## config.mk

```make
export PLATFORM = sky130hd
export DESIGN_NAME = gobou_layer_seq
export DESIGN_NICKNAME = d
export VERILOG_FILES = /design/src/rtl/gobou_layer_seq_pkg.sv /design/src/rtl/gobou_layer_table.sv /design/src/rtl/gobou_layer_seq.sv
export SDC_FILE = /design/constraint.sdc
export NUM_CORES = 1
export LEC_CHECK = 0
export ABC_AREA = 1
export BUFFER_PORTS_ARGS = -buffer_cell sky130_fd_sc_hd__buf_2
export CAP_MARGIN = 25
export CORE_ASPECT_RATIO = 1.5
export CORE_MARGIN = 2
export CORE_UTILIZATION = 45
export DETAILED_ROUTE_END_ITERATION = 8
export GPL_TIMING_DRIVEN = 0
export PLACE_DENSITY = 0.63
export SYNTH_ARGS = -nofsm -noshare
export SYNTH_HDL_FRONTEND = slang
export SYNTH_SLANG_ARGS = --single-unit
```

## constraint.sdc

```tcl
create_clock -name clk -period 1.53 [get_ports clk]
set_input_delay 0.2295 -clock clk [delete_from_list [all_inputs] [get_ports clk]]
set_output_delay 0.2295 -clock clk [all_outputs]
set_load 0.02 [all_outputs]
```

## src/rtl/gobou_layer_seq_pkg.sv

```systemverilog
// Shared definitions for the gobou layer sequencer: table geometry,
// descriptor field codes (also used by the ninjin register map) and FSM states.
package gobou_layer_seq_pkg;

    localparam int unsigned MAXLAYER = 8;
    localparam int unsigned LAYERLOG = 3;

    localparam logic [2:0] FIELD_TOTAL_IN    = 3'd0;
    localparam logic [2:0] FIELD_TOTAL_OUT   = 3'd1;
    localparam logic [2:0] FIELD_INPUT_ADDR  = 3'd2;
    localparam logic [2:0] FIELD_OUTPUT_ADDR = 3'd3;
    localparam logic [2:0] FIELD_NET_ADDR    = 3'd4;

    typedef enum logic [2:0] {
        StIdle,
        StLoad,
        StIssue,
        StWaitLow,
        StWaitHigh,
        StNext
    } seq_state_e;

endpackage

```

## src/rtl/gobou_layer_table.sv

```systemverilog
// Descriptor register file: one write port (field-addressed) and one
// combinational read port returning every field of the selected layer.
module gobou_layer_table
    import gobou_layer_seq_pkg::*;
#(
    parameter int unsigned LWIDTH        = 16,
    parameter int unsigned IMGSIZE       = 12,
    parameter int unsigned GOBOU_NETSIZE = 11
) (
    input  logic                     clk,
    input  logic                     xrst,
    input  logic                     we,
    input  logic [LAYERLOG-1:0]      wr_layer,
    input  logic [2:0]               wr_field,
    input  logic [LWIDTH-1:0]        wr_data,
    input  logic [LAYERLOG-1:0]      rd_layer,
    output logic [LWIDTH-1:0]        rd_total_in,
    output logic [LWIDTH-1:0]        rd_total_out,
    output logic [IMGSIZE-1:0]       rd_input_addr,
    output logic [IMGSIZE-1:0]       rd_output_addr,
    output logic [GOBOU_NETSIZE-1:0] rd_net_addr
);

    logic [LWIDTH-1:0]        total_in_q    [MAXLAYER];
    logic [LWIDTH-1:0]        total_out_q   [MAXLAYER];
    logic [IMGSIZE-1:0]       input_addr_q  [MAXLAYER];
    logic [IMGSIZE-1:0]       output_addr_q [MAXLAYER];
    logic [GOBOU_NETSIZE-1:0] net_addr_q    [MAXLAYER];

    // Field write; data is truncated to the field width, codes 5-7 are dropped.
    always_ff @(posedge clk or negedge xrst) begin
        if (!xrst) begin
            for (int i = 0; i < MAXLAYER; i++) begin
                total_in_q[i]    <= '0;
                total_out_q[i]   <= '0;
                input_addr_q[i]  <= '0;
                output_addr_q[i] <= '0;
                net_addr_q[i]    <= '0;
            end
        end else if (we) begin
            case (wr_field)
                FIELD_TOTAL_IN:    total_in_q[wr_layer]    <= wr_data;
                FIELD_TOTAL_OUT:   total_out_q[wr_layer]   <= wr_data;
                FIELD_INPUT_ADDR:  input_addr_q[wr_layer]  <= wr_data[IMGSIZE-1:0];
                FIELD_OUTPUT_ADDR: output_addr_q[wr_layer] <= wr_data[IMGSIZE-1:0];
                FIELD_NET_ADDR:    net_addr_q[wr_layer]    <= wr_data[GOBOU_NETSIZE-1:0];
                default: ;
            endcase
        end
    end

    assign rd_total_in    = total_in_q[rd_layer];
    assign rd_total_out   = total_out_q[rd_layer];
    assign rd_input_addr  = input_addr_q[rd_layer];
    assign rd_output_addr = output_addr_q[rd_layer];
    assign rd_net_addr    = net_addr_q[rd_layer];

endmodule

```

## src/rtl/gobou_layer_seq.sv

```systemverilog
// Layer sequencer: walks the descriptor table and issues one req/ack
// transaction per layer to the gobou core controller.
module gobou_layer_seq
    import gobou_layer_seq_pkg::*;
#(
    parameter int unsigned LWIDTH        = 16,
    parameter int unsigned IMGSIZE       = 12,
    parameter int unsigned GOBOU_NETSIZE = 11
) (
    input  logic                     clk,
    input  logic                     xrst,
    input  logic                     cfg_we,
    input  logic [LAYERLOG-1:0]      cfg_layer,
    input  logic [2:0]               cfg_field,
    input  logic [LWIDTH-1:0]        cfg_data,
    input  logic [LAYERLOG:0]        num_layers,
    input  logic                     start,
    input  logic                     abort,
    output logic                     busy,
    output logic                     done,
    output logic                     skip_err,
    output logic [LAYERLOG-1:0]      layer_idx,
    output logic                     core_req,
    input  logic                     core_ack,
    output logic [LWIDTH-1:0]        core_total_in,
    output logic [LWIDTH-1:0]        core_total_out,
    output logic [IMGSIZE-1:0]       core_input_addr,
    output logic [IMGSIZE-1:0]       core_output_addr,
    output logic [GOBOU_NETSIZE-1:0] core_net_addr
);

    localparam logic [LAYERLOG:0] MaxLayers = (LAYERLOG + 1)'(MAXLAYER);
    localparam logic [LAYERLOG:0] OneLayer  = (LAYERLOG + 1)'(1);

    seq_state_e state_q, state_d;
    logic                     busy_q, busy_d;
    logic                     done_q, done_d;
    logic                     skip_err_q, skip_err_d;
    logic                     abort_q, abort_d;
    logic                     core_req_q, core_req_d;
    logic [LAYERLOG-1:0]      layer_idx_q, layer_idx_d;
    logic [LAYERLOG:0]        num_q, num_d;
    logic [LWIDTH-1:0]        total_in_q, total_in_d, total_out_q, total_out_d;
    logic [IMGSIZE-1:0]       input_addr_q, input_addr_d, output_addr_q, output_addr_d;
    logic [GOBOU_NETSIZE-1:0] net_addr_q, net_addr_d;

    logic [LWIDTH-1:0]        tbl_total_in, tbl_total_out;
    logic [IMGSIZE-1:0]       tbl_input_addr, tbl_output_addr;
    logic [GOBOU_NETSIZE-1:0] tbl_net_addr;

    gobou_layer_table #(
        .LWIDTH        (LWIDTH),
        .IMGSIZE       (IMGSIZE),
        .GOBOU_NETSIZE (GOBOU_NETSIZE)
    ) u_table (
        .clk            (clk),
        .xrst           (xrst),
        .we             (cfg_we),
        .wr_layer       (cfg_layer),
        .wr_field       (cfg_field),
        .wr_data        (cfg_data),
        .rd_layer       (layer_idx_q),
        .rd_total_in    (tbl_total_in),
        .rd_total_out   (tbl_total_out),
        .rd_input_addr  (tbl_input_addr),
        .rd_output_addr (tbl_output_addr),
        .rd_net_addr    (tbl_net_addr)
    );

    // Next-state and registered-output logic.
    always_comb begin
        state_d       = state_q;
        busy_d        = busy_q;
        done_d        = 1'b0;
        skip_err_d    = skip_err_q;
        abort_d       = abort_q;
        core_req_d    = 1'b0;
        layer_idx_d   = layer_idx_q;
        num_d         = num_q;
        total_in_d    = total_in_q;
        total_out_d   = total_out_q;
        input_addr_d  = input_addr_q;
        output_addr_d = output_addr_q;
        net_addr_d    = net_addr_q;

        // Abort is remembered until the run ends so an in-flight transaction completes.
        if (state_q != StIdle && abort) begin
            abort_d = 1'b1;
        end

        case (state_q)
            StIdle: begin
                abort_d = 1'b0;
                if (start) begin
                    if (num_layers != '0) begin
                        busy_d      = 1'b1;
                        layer_idx_d = '0;
                        skip_err_d  = 1'b0;
                        num_d       = (num_layers > MaxLayers) ? MaxLayers : num_layers;
                        state_d     = StLoad;
                    end else begin
                        done_d = 1'b1;
                    end
                end
            end
            StLoad: begin
                total_in_d    = tbl_total_in;
                total_out_d   = tbl_total_out;
                input_addr_d  = tbl_input_addr;
                output_addr_d = tbl_output_addr;
                net_addr_d    = tbl_net_addr;
                if (tbl_total_in == '0 || tbl_total_out == '0) begin
                    skip_err_d = 1'b1;
                    state_d    = StNext;
                end else begin
                    state_d = StIssue;
                end
            end
            StIssue: begin
                // Only request when the core reports idle.
                if (core_ack) begin
                    core_req_d = 1'b1;
                    state_d    = StWaitLow;
                end
            end
            StWaitLow: begin
                if (!core_ack) begin
                    state_d = StWaitHigh;
                end
            end
            StWaitHigh: begin
                if (core_ack) begin
                    state_d = StNext;
                end
            end
            StNext: begin
                if (({1'b0, layer_idx_q} == num_q - OneLayer) || abort_q || abort) begin
                    busy_d  = 1'b0;
                    done_d  = 1'b1;
                    abort_d = 1'b0;
                    state_d = StIdle;
                end else begin
                    layer_idx_d = layer_idx_q + LAYERLOG'(1);
                    state_d     = StLoad;
                end
            end
            default: state_d = StIdle;
        endcase
    end

    // State and output registers.
    always_ff @(posedge clk or negedge xrst) begin
        if (!xrst) begin
            state_q       <= StIdle;
            busy_q        <= 1'b0;
            done_q        <= 1'b0;
            skip_err_q    <= 1'b0;
            abort_q       <= 1'b0;
            core_req_q    <= 1'b0;
            layer_idx_q   <= '0;
            num_q         <= '0;
            total_in_q    <= '0;
            total_out_q   <= '0;
            input_addr_q  <= '0;
            output_addr_q <= '0;
            net_addr_q    <= '0;
        end else begin
            state_q       <= state_d;
            busy_q        <= busy_d;
            done_q        <= done_d;
            skip_err_q    <= skip_err_d;
            abort_q       <= abort_d;
            core_req_q    <= core_req_d;
            layer_idx_q   <= layer_idx_d;
            num_q         <= num_d;
            total_in_q    <= total_in_d;
            total_out_q   <= total_out_d;
            input_addr_q  <= input_addr_d;
            output_addr_q <= output_addr_d;
            net_addr_q    <= net_addr_d;
        end
    end

    assign busy             = busy_q;
    assign done             = done_q;
    assign skip_err         = skip_err_q;
    assign layer_idx        = layer_idx_q;
    assign core_req         = core_req_q;
    assign core_total_in    = total_in_q;
    assign core_total_out   = total_out_q;
    assign core_input_addr  = input_addr_q;
    assign core_output_addr = output_addr_q;
    assign core_net_addr    = net_addr_q;

endmodule

```

---- Yosys cells after proc, flatten, opt, wreduce, memory -nomap -nowiden ----
Cells that the tools add are included.
cells by class
  add/subtract/negate cells ............... 2
  order comparisons ....................... 4
  equal/unequal tests ..................... 18
  mux-type cells .......................... 56
  bitwise operators ....................... 2
  reductions and logical operators ........ 23
operator list
  cell                                                                   number
  128-bit bitwise mux                                                    2
  96-bit bitwise mux                                                     2
  16-bit binary-select mux with 3-bit select                             2
  88-bit bitwise mux                                                     1
  16-bit 2-to-1 mux                                                      5
  12-bit binary-select mux with 3-bit select                             2
  12-bit 2-to-1 mux                                                      5
  16-bit demux with 3-bit select                                         1
  12-bit demux with 3-bit select                                         1
  11-bit binary-select mux with 3-bit select                             1
  11-bit demux with 3-bit select                                         1
  11-bit 2-to-1 mux                                                      3
  16-bit logical NOT                                                     2
  3-bit 2-to-1 mux                                                       9
  3-bit one-hot mux with 6 select lines                                  1
  2-bit inequality test, second input constant                           8
  1-bit 2-to-1 mux                                                       14
  3-bit by 2-bit equality test with 1-bit output, second input constant  4
  4-bit AND reduction                                                    3
  2-bit AND reduction                                                    5
  3-bit equality test, second input constant                             3
  4-bit >= comparator, second input constant                             2
  3-bit inverter with 4-bit output                                       2
  1-bit one-hot mux with 2 select lines                                  4
  16 further kinds                                                       22
word-level totals
  register bits after elaboration ......... 618
  output and inout port bits .............. 74
  logic and storage cells ................. 158

---- Depth between registers and ports, before layout ----
  depth after elaboration ................. 8
  mapped depth ............................ 18
  gate-level depth less buffers ........... 16

---- By module ----
Synthesis repeated with hierarchy kept, for this count alone.
unflattened totals
  cells, all modules ...................... 4526
  area total of the unflattened synthesis .. 31198.7 µm²
by module, submodules not included
  module             instances  cells each  area each (µm²)  seq. area each (µm²)
  gobou_layer_table  1          4094        27725.3          13412.9
  gobou_layer_seq    1          432         3473.3           2052.0

---- Worst setup path before layout ----
OpenSTA, ideal clock, no wires.
  kind .................................... reg-to-reg
  start ................................... register layer_idx_q[1], in the netlist layer_idx[1]
  end ..................................... register state_q[2]
  library setup time ...................... 0.117 ns
  data arrival time ....................... 1.691 ns
  required time ........................... 1.413 ns
  slack ................................... -0.278 ns
  stages on the path, launching flop included .. 17
  path buffers ............................ 2
  clock period less this slack ............ 1.808 ns
  cell sequence ........................... dfrtp_1 -> buf_2 -> inv_2 -> clkbuf_1 -> nand2_1 -> nand2_1 -> nand2_1 -> nand2_1 -> nor2_1 -> nand2_1 -> nor2_1 -> nand2_1 -> nand2_1 -> nand2_1 -> nand2_1 -> nand2_1 -> nand2_1
between the ends
  word-level cells in the longest chain between the ends .. 8
RTL lines
  item                                                                  RTL line                                          text
  from (decl)                                                           gobou_layer_seq.sv:41                             logic [LAYERLOG-1:0] layer_idx_q, layer_idx_d;
  from (signal assigned)                                                gobou_layer_seq.sv:174                            layer_idx_q <= layer_idx_d;
  3-bit inverter with 4-bit output (implied by the code) (*)            gobou_layer_table.sv:52, gobou_layer_table.sv:53
  16-bit binary-select mux with 3-bit select, on equally long branches  gobou_layer_table.sv:52, gobou_layer_table.sv:53
  16-bit 2-to-1 mux, on equally long branches (2 in a row)              gobou_layer_table.sv:52, gobou_layer_table.sv:53
  16-bit logical NOT                                                    gobou_layer_seq.sv:112                            if (tbl_total_in == '0 || tbl_total_out == '0) begin
  1-bit logical OR (*)                                                  gobou_layer_seq.sv:112
  3-bit 2-to-1 mux (*)                                                  gobou_layer_seq.sv:112
  3-bit one-hot mux with 6 select lines (*)                             gobou_layer_seq.sv:91                             case (state_q)
  to (signal assigned)                                                  gobou_layer_seq.sv:154                            state_q <= StIdle;
  to (signal assigned)                                                  gobou_layer_seq.sv:168                            state_q <= state_d;
  to (decl)                                                             gobou_layer_seq.sv:35                             seq_state_e state_q, state_d;
Every way passes the cells marked *; elsewhere a longest branch is shown, timed or not. The select of a mux whose other input is x is not followed.
A chain may end at the register's enable or synchronous reset.

---- Final worst setup path ----
  start ................................... register layer_idx_q[0], in the netlist layer_idx[0]
  end ..................................... register input_addr_q[8], in the netlist core_input_addr[8]
between the ends
  word-level cells in the longest chain between the ends .. 4
RTL lines
  item                                                    RTL line                 text
  3-bit inverter with 4-bit output (implied by the code)  gobou_layer_table.sv:54  assign rd_input_addr = input_addr_q[rd_layer];
  12-bit binary-select mux with 3-bit select              gobou_layer_table.sv:54
  12-bit 2-to-1 mux (implied by the code) (2 in a row)    gobou_layer_table.sv:54
  to (signal assigned)                                    gobou_layer_seq.sv:178   input_addr_q <= input_addr_d;
  to (decl)                                               gobou_layer_seq.sv:44    logic [IMGSIZE-1:0] input_addr_q, input_addr_d, output_addr_q, output_addr_d;
Every way passes these cells. The select of a mux whose other input is x is not followed.

==> impl_metrics.env <==
export IMPL_status="finished, violations left"
export IMPL_failed_checks="hold timing, setup timing"
export IMPL_fin_hold_ws_ns=-0.501
export IMPL_yosysSeqAreaShare_pct=56.1
export IMPL_grt_util_met1_pct=39.7
export IMPL_cp_cell_sequence="buf_6 > clkbuf_16 > buf_6 > clkbuf_2 > o21ai_0 > o221ai_2 > o211ai_1 > nand2_1"
export IMPL_grtUsageMet2_pct=59.1
export IMPL_crit_path_end_kind="flip-flop"
export IMPL_pwr_share_seq_pct=34.4
export IMPL_crit_buf_inv=4
export IMPL_cts_hold_fix_buffers=7
export IMPL_path_common_cell="buf_6"
export IMPL_wl_per_cell_um=26.2
export IMPL_grt_pass1_vias=25016
export IMPL_p_leak_nw=16.5
export IMPL_htree_num_levels=2
export IMPL_initial_utilization_pct=45.3
export IMPL_dieWidth_um=206
export IMPL_switching_share_pct=37.7
export IMPL_p_int_mw=36.6
export IMPL_clock_latency_ns=0.66
export IMPL_rows=111
export IMPL_core_area_um2=60800
export IMPL_die_area_um2=63300
export IMPL_hold_viol=165
export IMPL_fin_crit_ns=2.33
export IMPL_root_buffer="clkbuf_16"
export IMPL_detail_route_wirelength_um=116000
export IMPL_synthCells=3346
export IMPL_nets=3606
export IMPL_critPathKind="reg2reg"
export IMPL_grt_pass1_wl_um=165000
export IMPL_met3_usage_pct=6.24
export IMPL_cp_arrival_ns=2.86
export IMPL_clk_pin_slew_ns=0.07
export IMPL_dr_total_vias=25755
export IMPL_drive_gt1_share_pct=18.9
export IMPL_power_per_cell_area_nw_per_um2=1710
export IMPL_layout_commonest_cell="nand2_1"
export IMPL_grt_overflow=0
export IMPL_power_switching_mw=22.1
export IMPL_syn_num_nets=3380
export IMPL_clock_skew_ns=0.0240
export IMPL_ir_drop_v=0.00115
export IMPL_port_buffers=105
export IMPL_rsz0062_at_grt="true"
export IMPL_areaGrowthSynthToFinish_pct=24.3
export IMPL_cts_tree="built"
export IMPL_p_clk_share_pct=29.3
export IMPL_via_per_inst=5.83
export IMPL_critPathRequiredTime_ns=2.06
export IMPL_layout_common_cells="nand2_1 (1053), o21ai_0 (679), dfrtp_1 (614), inv_1 (158), clkbuf_1 (139)"
export IMPL_path_max_fanout=10
export IMPL_netlist_area_um2=27600
export IMPL_fmax_mhz=430
export IMPL_drtIter0Drc=2649
export IMPL_setup_worst_path_start_class="flip-flop"
export IMPL_slew_headroom_pct=23.3
export IMPL_worst_pin_slew_ns=1.15
export IMPL_hpwl_um=80400
export IMPL_grt_antenna_before_repair=0
export IMPL_busiest_layer="met2"
export IMPL_fin_crit_sh_pct=152
export IMPL_crit_family="compound AO/OA/AOI/OAI gates"
export IMPL_cts_buffers=59
export IMPL_fill_cells=5693
export IMPL_cp_slowest_stage_delay_ns=0.50
export IMPL_grt_max_degree=125
export IMPL_fin_ws_ns=-0.798
export IMPL_drt_pre_antenna_iters=6
export IMPL_grt_usage_pct=36.1
export IMPL_gp_congestion=0.989
export IMPL_avgSynthCellArea_um2=8.24
export IMPL_yosysUniqueCellTypes=25
export IMPL_ant_nets=0
export IMPL_ctsLongestPathBuffers=3
export IMPL_cts_sinks=618
export IMPL_die_y_um=307
export IMPL_ys_warn_count=0
export IMPL_drv_slew=0
export IMPL_remaining_drc_errors=0
export IMPL_min_delay_path_class="in2async"
export IMPL_fin_tns_setup_ns=-37.00
export IMPL_io_pins=106
export IMPL_slowest_stage="o21ai_0"
export IMPL_finalSetupViolCount=81
export IMPL_p_comb_share_pct=36.2
export IMPL_maxCapViolCount=0
export IMPL_yosys_register_bits=618
[power by group through the flow]
stage	sequential [mW]	combinational, mW	clock, mW
2_1_floorplan	20.5	8.90	0
3_3_place_gp	20.3	15.3	0
3_5_place_dp	20.3	15.5	0
4_1_cts	20.1	17.4	17.2
5_1_grt	20.4	22.4	17.8
6_report	20.2	21.3	17.2
[per-stage QoR]
step | cells | util, % | power, mW | area [um2] | setup slack, ns
floorplan | 3346 | - | 29.4 | 27700 | -0.222
global placement | 4242 | 48.0 | 35.6 | 29200 | -14.27
detailed placement | 4257 | 48.4 | 35.9 | 29400 | -1.33
CTS | 4382 | 53.8 | 54.7 | 32700 | -0.686
global route | 4414 | 56.3 | 60.7 | 34300 | -0.839
finish | 4416 | 56.3 | 58.7 | 34300 | -0.798
[synthesized netlist by cell type, drive strengths merged]
cell type / count / share of area [%]
dfrtp: 618 / 56
nor4: 1 / 0.023
inv: 160 / 2.2
o221ai: 54 / 1.7
buf: 75 / 1.5
nor2: 187 / 2.5
nor3: 13 / 0.24
nand3: 90 / 1.6
o211ai: 16 / 0.44
o21a: 1 / 0.027
o22ai: 16 / 0.36
a21oi: 1 / 0.018
ha: 2 / 0.091
nand2: 1139 / 16
xnor2: 2 / 0.064
clkbuf: 189 / 2.6
mux2: 32 / 1.3
o21ai: 747 / 14
xor2: 3 / 0.095
[cells by family (layout without fill, tap and decap cells)]
logic type / Yosys count / count (layout) / synth area share, %
AO/OA/AOI/OAI: 835 / 835 / 16.1
XOR/XNOR: 5 / 5 / 0.159
adder cells (fa/ha/maj): 2 / 2 / 0.0908
buffers and inverters: 424 / 701 / 6.29
flip-flops: 618 / 618 / 56.1
multiplexers: 32 / 32 / 1.31
other: 0 / 2 / 0
AND/OR/NAND/NOR: 1430 / 1430 / 19.9
[cell type report]
class	count	area [um2]	share of cell area, %
Clock buffer	67	1580	4.60
Multi-Input combinational cell	2304	11700	34.0
Inverter	160	632	1.84
Timing Repair Buffer	165	1420	4.14
Tap cell	791	990	2.89
Antenna cell	2	5.00	0.0146
Sequential cell	618	15500	45.2
Buffer	263	1810	5.28
Timing Repair inverter	1	11.3	0.0329
Clock inverter	45	691	2.02
[metal layers]
metal	vias up	share of wire [%]
met5	-	0
met3	512	6.6
met4	0	11
li1	11356	-
met1	12596	35
met2	1291	47
[timing repair]
action	in CTS	in global routing
setup buffers	6	22
gates cloned	0	11
setup endpoints to repair	293	259
pin swaps	17	78
resized for setup	274	307
hold endpoints to repair	105	95
[registers in the layout, summed over array words and instances, names as in the netlist]
signal                 cells
core_input_addr           12
skip_err                   1
busy                       1
abort_q                    1
u_table.input_addr_q      96
core_total_out            16
core_req                   1
core_total_in             16
core_net_addr             11
u_table.total_out_q      128
u_table.output_addr_q     96
layer_idx                  3
u_table.net_addr_q        88
u_table.total_in_q       128
num_q                      4
done                       1
state_q                    3
core_output_addr          12
[worst paths after layout]
path / endpoint / start / cells past startpoint / slack, ns
min in group clk: u_table.total_out_q[107] / cfg_data[11] / 3 / 0.05
worst min register to register: busy / busy / 2 / 0.47
worst max register to register: core_input_addr[8] / layer_idx[0] / 8 / -0.80
worst min-delay path: u_table.total_in_q[91] / xrst / 1 / -0.50
max in group asynchronous: u_table.net_addr_q[50] / xrst / 4 / 0.37
worst max-delay path: core_input_addr[8] / layer_idx[0] / 8 / -0.80
Note: power is estimated with default switching activity, not from simulation.
